===== src/rtl/i2s_pkg.sv =====
// Shared I2S definitions: default sample width, bit-counter sizing and the
// sample type used by both the transmit and receive blocks.
package i2s_pkg;

   localparam int I2S_BITS_DEFAULT = 24;

   // Counter must reach BITS_PRECISION itself (the saturated "frame done" value).
   function automatic int cnt_width(input int bits);
      return $clog2(bits + 1);
   endfunction

   localparam int I2S_CNT_W_DEFAULT = cnt_width(I2S_BITS_DEFAULT);

   typedef logic [I2S_BITS_DEFAULT-1:0] sample_t;

   // Transmit phase decoded from {enable, cnt}.
   typedef enum logic [1:0] {
      PH_IDLE,
      PH_SHIFT,
      PH_DONE
   } tx_phase_t;

endpackage


===== src/rtl/i2s_tx_hold_buf.sv =====
// Single-entry valid/ready holding register in front of the I2S shifter.
// Ready depends only on registered state, so there is no combinational path
// from data_valid to data_ready.
module i2s_tx_hold_buf
   import i2s_pkg::*;
#(
   parameter int BITS_PRECISION = I2S_BITS_DEFAULT
)
(
   input  logic                      sck,
   input  logic                      rst_n,
   input  logic [BITS_PRECISION-1:0] data_in,
   input  logic                      data_valid,
   input  logic                      take,
   output logic [BITS_PRECISION-1:0] hold,
   output logic                      hold_full,
   output logic                      data_ready
);

   logic accept;

   assign data_ready = !hold_full;
   assign accept     = data_valid && !hold_full;

   // Occupancy flag: set on accept, cleared when the shifter takes the word.
   // take only happens while full and accept only while empty, so they never collide.
   always_ff @(posedge sck or negedge rst_n) begin
      if (!rst_n) begin
         hold_full <= 1'b0;
      end else if (accept) begin
         hold_full <= 1'b1;
      end else if (take) begin
         hold_full <= 1'b0;
      end
   end

   // Sample storage; qualified by hold_full, so it needs no reset.
   always_ff @(posedge sck) begin
      if (accept) begin
         hold <= data_in;
      end
   end

endmodule


===== src/rtl/i2s_out_single_channel.sv =====
// Single-channel I2S transmitter. A sample is parked in the holding buffer,
// moved into the shift register on an idle (enable low) edge, and shifted out
// MSB-first during the channel's enabled bit slots. Frames with no loaded word
// send zeros and flag an underrun.
module i2s_out_single_channel
   import i2s_pkg::*;
#(
   parameter int BITS_PRECISION = I2S_BITS_DEFAULT
)
(
   input  logic                      sck,
   input  logic                      rst_n,
   input  logic                      enable,
   input  logic [BITS_PRECISION-1:0] data_out,
   input  logic                      data_valid,
   output logic                      data_ready,
   output logic                      sd,
   output logic                      word_done,
   output logic                      underrun
);

   localparam int              CNT_W    = cnt_width(BITS_PRECISION);
   localparam logic [CNT_W-1:0] CNT_FULL = CNT_W'(BITS_PRECISION);
   localparam logic [CNT_W-1:0] CNT_LAST = CNT_W'(BITS_PRECISION - 1);

   logic [BITS_PRECISION-1:0] hold;
   logic                      hold_full;
   logic                      take;

   logic [BITS_PRECISION-1:0] sreg, sreg_nxt;
   logic [CNT_W-1:0]          cnt, cnt_nxt;
   logic                      loaded, loaded_nxt, loaded_kept;
   logic                      word_done_nxt, underrun_nxt;
   tx_phase_t                 phase;

   i2s_tx_hold_buf #(
      .BITS_PRECISION (BITS_PRECISION)
   ) u_hold_buf (
      .sck        (sck),
      .rst_n      (rst_n),
      .data_in    (data_out),
      .data_valid (data_valid),
      .take       (take),
      .hold       (hold),
      .hold_full  (hold_full),
      .data_ready (data_ready)
   );

   // Phase decode and next-state for counter, shifter, load flag and pulses.
   always_comb begin
      phase         = PH_IDLE;
      cnt_nxt       = cnt;
      sreg_nxt      = sreg;
      loaded_nxt    = loaded;
      loaded_kept   = loaded;
      word_done_nxt = 1'b0;
      underrun_nxt  = 1'b0;
      take          = 1'b0;

      if (enable) begin
         phase = (cnt == CNT_FULL) ? PH_DONE : PH_SHIFT;
      end

      case (phase)
         PH_IDLE: begin
            cnt_nxt = '0;
            // A word that already started shifting is dropped; a word loaded
            // but not yet started (cnt==0) keeps waiting for its frame.
            loaded_kept = (cnt == '0) ? loaded : 1'b0;
            loaded_nxt  = loaded_kept;
            if (hold_full && !loaded_kept) begin
               sreg_nxt   = hold;
               loaded_nxt = 1'b1;
               take       = 1'b1;
            end
         end
         PH_SHIFT: begin
            sreg_nxt = sreg << 1;
            cnt_nxt  = cnt + CNT_W'(1);
            if ((cnt == '0) && !loaded) begin
               underrun_nxt = 1'b1;
            end
            if (cnt == CNT_LAST) begin
               loaded_nxt    = 1'b0;
               word_done_nxt = loaded;
            end
         end
         PH_DONE: begin
            // Enable held past the word length: hold everything, sd stays 0.
         end
         default: begin
            cnt_nxt = '0;
         end
      endcase
   end

   // Transmit state registers.
   always_ff @(posedge sck or negedge rst_n) begin
      if (!rst_n) begin
         cnt       <= '0;
         sreg      <= '0;
         loaded    <= 1'b0;
         word_done <= 1'b0;
         underrun  <= 1'b0;
      end else begin
         cnt       <= cnt_nxt;
         sreg      <= sreg_nxt;
         loaded    <= loaded_nxt;
         word_done <= word_done_nxt;
         underrun  <= underrun_nxt;
      end
   end

   // MSB is presented before the first enabled edge so the receiver sees it there.
   assign sd = (enable && loaded && (cnt < CNT_FULL)) ? sreg[BITS_PRECISION-1] : 1'b0;

endmodule


===== config.mk =====
export PLATFORM = sky130hd
export DESIGN_NAME = i2s_out_single_channel
export DESIGN_NICKNAME = d
export VERILOG_FILES = /design/src/rtl/i2s_pkg.sv /design/src/rtl/i2s_tx_hold_buf.sv /design/src/rtl/i2s_out_single_channel.sv
export SDC_FILE = /design/constraint.sdc
export NUM_CORES = 1
export LEC_CHECK = 0
export ABC_CLOCK_PERIOD_IN_PS = 2200
export CAP_MARGIN = 10
export CORE_ASPECT_RATIO = 1.2
export CORE_MARGIN = 1
export CORE_UTILIZATION = 42
export CTS_CLUSTER_DIAMETER = 200
export DETAILED_ROUTE_END_ITERATION = 8
export HOLD_SLACK_MARGIN = 0.08
export RECOVER_POWER = 100
export SYNTH_ARGS = -nofsm -noshare
export SYNTH_HDL_FRONTEND = slang
export SYNTH_HIERARCHICAL = 1
export SYNTH_SLANG_ARGS = --single-unit

===== constraint.sdc =====
create_clock -name sck -period 2.2 [get_ports sck]
set_input_delay 0.44 -clock sck [delete_from_list [all_inputs] [get_ports sck]]
set_output_delay 0.44 -clock sck [all_outputs]
set_load 0.01 [all_outputs]

==> impl_results.md <==
- Number of vias per cell after detailed routing: 4.990
- Post-synth design cell area: 2292 sq um
- Layout cells sized above 1: 9.205%
- Hold buffer count at cts: 0
- Worst Skew: 0.006021 ns
- Tightest Pin Transition: 0.8029 ns
- Violation count after the first detailed-routing iteration: 88
- CTS max path bufs: 2
- Type of the most critical hold path: reg -> reg
- Post-route minimum period: 2.088 ns
- Core box area: 5261 sq um
- Distinct cell type count of the synthesized netlist: 26
- Power per cell area: 1032 nW/um^2
- # placed instances: 285
- Maximum fanout along the worst path: 2
- Cell area after placement: 2668 sq um
- Horiz. Die Dim: 69.44 microns
- Clock Latency Late Sink: 0.32 ns
- Number of inserted diodes: 0
- Area growth from synthesis to final layout: 22.27%
- Compound-cell area share of the yosys netlist: 8.679%
- Fin crit share: 94.92%
- Worst hold slack: 0.5230 ns
- Number of I/O port buffers: 31
- First-pass GRT wire length: 5996 microns
- Floorplan die area: 5758 sq um
- Number of vias in the routed layout: 1502
- Total detailed-routing wirelength: 3570 microns
- DIE HEIGHT: 82.93 microns
- Setup crit end kind: primary output
- Yosys warning count: 6
- TritonCTS clock tree: built
- DRC violations left: 0
- Data required time of the critical path: 1.76 ns
- Pin count of the biggest net entering global routing: 48
- Post-Synthesis Net Count: 226
- Total of cells resized after clock tree synthesis: 0
- Number of standard-cell rows in the floorplan: 29
- Remaining global-route overflow: 0
- Arithmetic-cell share of the synthesized area counting full adders, half adders and majority gates: 1.092%
- Most area-consuming cells after synthesis: sky130_fd_sc_hd__dfrtp_1 (36%), sky130_fd_sc_hd__edfxtp_1 (31%), sky130_fd_sc_hd__nand2_1 (7.9%), sky130_fd_sc_hd__a31oi_1 (6.0%), sky130_fd_sc_hd__nor2_1 (4.3%)
- Highest Clock Rate: 478.9 MHz
- Max-cap viol count: 0
- Sink count of the clock tree: 57
- Most common cell after layout, fill and taps aside: sky130_fd_sc_hd__nand2_1
- Multiplexer fraction of the synthesized cell area: 0.4367%
- Final instance area: 2803 sq um
- Area share of xor/xnor cells in the synthesized design: 1.528%
- Main combinational cell family by area after synthesis: simple AND/OR/NAND/NOR gates
- Number of nets with antenna violations after detailed routing: 0
- Clock transition time at the flip-flop clock pins of the worst setup and hold paths: 0.06 ns
- Effective utilization at floorplan: 43.57%
- Slew Viols, Final: 0
- Final Hold Fails: 0
- Post-synthesis simple-gate area fraction: 16.54%
- Remaining max-slew budget at the tightest pin: 46.48%
- Synthesized instance count: 196
- Setup repair bufs after CTS: 0
- Number of flip-flops and latches in the synthesized netlist: 57
- Post-synthesis sequential area ratio: 67.47%
- Aggregate negative setup slack: 0 ns
- I/O pin cnt: 32
- Pre-antenna DRT Iters: 4
- Category of the most critical setup path: in -> out
- Unrepaired setup endpoints after global routing: false
- Total clock buffers created by CTS: 9
- Via count of the first global-routing pass: 1304
- Maximum VDD drop: 0.4849 mV
- Top library cells by usage in the layout, fill and taps aside: sky130_fd_sc_hd__nand2_1 (48), sky130_fd_sc_hd__dfrtp_1 (33), sky130_fd_sc_hd__dlygate4sd3_1 (29), sky130_fd_sc_hd__nor2_1 (26), sky130_fd_sc_hd__edfxtp_1 (24)
- Per-cell routed wire length: 11.86 microns
- Largest area contributor in the netlist: sky130_fd_sc_hd__dfrtp_1
- Tot GR Track Use: 13.92%
- Global placement routability congestion: 0.7018
- Proportion of netlist area held by the largest area contributor: 36.03%
- Antenna violations before repair: 0
- Detailed placement HPWL: 2167 microns
- Leakage component of the power: 1.143 nW
- R2r setup slk: 0.18 ns
- Number of nets in the layout: 264
- CTS HTree Levels: 3
- Run status: finished clean
- Number of non-filler instances in the completed layout: 301
- Startpoint kind of the worst setup timing path: input port
- Average cell area after synthesis: 11.69 sq um
- Worst Path Arrival: 1.65 ns
- Number of setup violations in the final report: 0
- Root cell of the clock tree: sky130_fd_sc_hd__clkbuf_8
-- cells in the mapped netlist --
library cell and count:
sky130_fd_sc_hd__nand3_1 4, sky130_fd_sc_hd__nor2b_2 1, sky130_fd_sc_hd__nand4b_1 2, sky130_fd_sc_hd__mux2i_1 1, sky130_fd_sc_hd__o21bai_1 1, sky130_fd_sc_hd__nor2b_1 2, sky130_fd_sc_hd__a31oi_2 1, sky130_fd_sc_hd__a21bo_4 1
sky130_fd_sc_hd__and2_1 3, sky130_fd_sc_hd__buf_6 5, sky130_fd_sc_hd__edfxtp_1 24, sky130_fd_sc_hd__o21ai_0 1, sky130_fd_sc_hd__and3b_1 1, sky130_fd_sc_hd__dfrtp_1 33, sky130_fd_sc_hd__a31oi_1 22, sky130_fd_sc_hd__xnor2_1 4
sky130_fd_sc_hd__buf_2 3, sky130_fd_sc_hd__nand2_1 48, sky130_fd_sc_hd__nor4b_2 1, sky130_fd_sc_hd__ha_1 2, sky130_fd_sc_hd__inv_1 2, sky130_fd_sc_hd__inv_2 2, sky130_fd_sc_hd__clkbuf_1 1, sky130_fd_sc_hd__a21oi_1 4
sky130_fd_sc_hd__buf_4 1, sky130_fd_sc_hd__nor2_1 26
-- path summary, 6_finish.rpt --
| check | from | endpoint | depth (start not counted) |
|---|---|---|---|
| min in group asynchronous | rst_n | underrun$_DFF_PN0_ | 2 |
| max in group asynchronous | rst_n | sreg[10]$_DFFE_PN0P_ | 2 |
| min | u_hold_buf/hold[6]$_DFFE_PP_ | sreg[6]$_DFFE_PN0P_ | 2 |
| max | enable | sd | 4 |
| max reg2reg | cnt[0]$_DFFE_PN0P_ | sreg[8]$_DFFE_PN0P_ | 7 |
| min reg2reg | u_hold_buf/hold[6]$_DFFE_PP_ | sreg[6]$_DFFE_PN0P_ | 2 |
-- power breakdown --
group | leakage (nW) | switching (W) | internal [W]
clock network | 0.0856 | 0.000376 | 0.000423
logic | 0.448 | 0.000313 | 0.000260
registers | 0.610 | 0.000130 | 0.00139
total | 1.14 | 0.000818 | 0.00207
-- state kept, by name, indices dropped and copies added, names as in the netlist --
signal,flops
cnt,5
loaded,1
sreg,24
u_hold_buf/hold,24
u_hold_buf/hold_full,1
underrun,1
word_done,1
-- layout make-up --
type / instances / area, sq um
clock buffers: 11 / 141.4
well taps: 62 / 77.57
fillers: 475 / 2459
clock inverters: 5 / 21.27
flip-flops and latches: 57 / 1546
multi-input cells: 125 / 641.9
inverters: 4 / 15.01
repair buffers: 37 / 359.1
-- critical path, stage by stage --
cell and delay, ns:
sky130_fd_sc_hd__clkdlybuf4s50_1 0.48, sky130_fd_sc_hd__nand3_1 0.07, sky130_fd_sc_hd__a21oi_1 0.12, sky130_fd_sc_hd__clkdlybuf4s50_1 0.54
-- layer usage --
metal  track usage (%)  vias up  part of all wire [%]
met4             7.792        0                   2.2
met5                 0        -                     0
met1             16.83      710                    45
li1                  -      745                     -
met3             5.461        7                   4.3
met2             21.18       40                    49
-- stage by stage --
stage               utilization, %  worst slack (ns)  total power [W]
floorplan                        -            0.6495         0.001951
global placement             50.70            0.1315         0.002133
detailed placement           50.70            0.1038         0.002149
CTS                          53.79           0.09701         0.002968
global route                 53.27          0.007970         0.003104
finish                       53.27            0.1118         0.002893
-- cells by family after synthesis --
group,count (synthesis)
AOI/OAI and AO/OA,30
xor gates and xnor gates,4
adders and majority gates,2
buffers and inverters,14
DFF,57
muxes,1
and+or+nand+nor,88
Power figures use the tool's default switching activity.
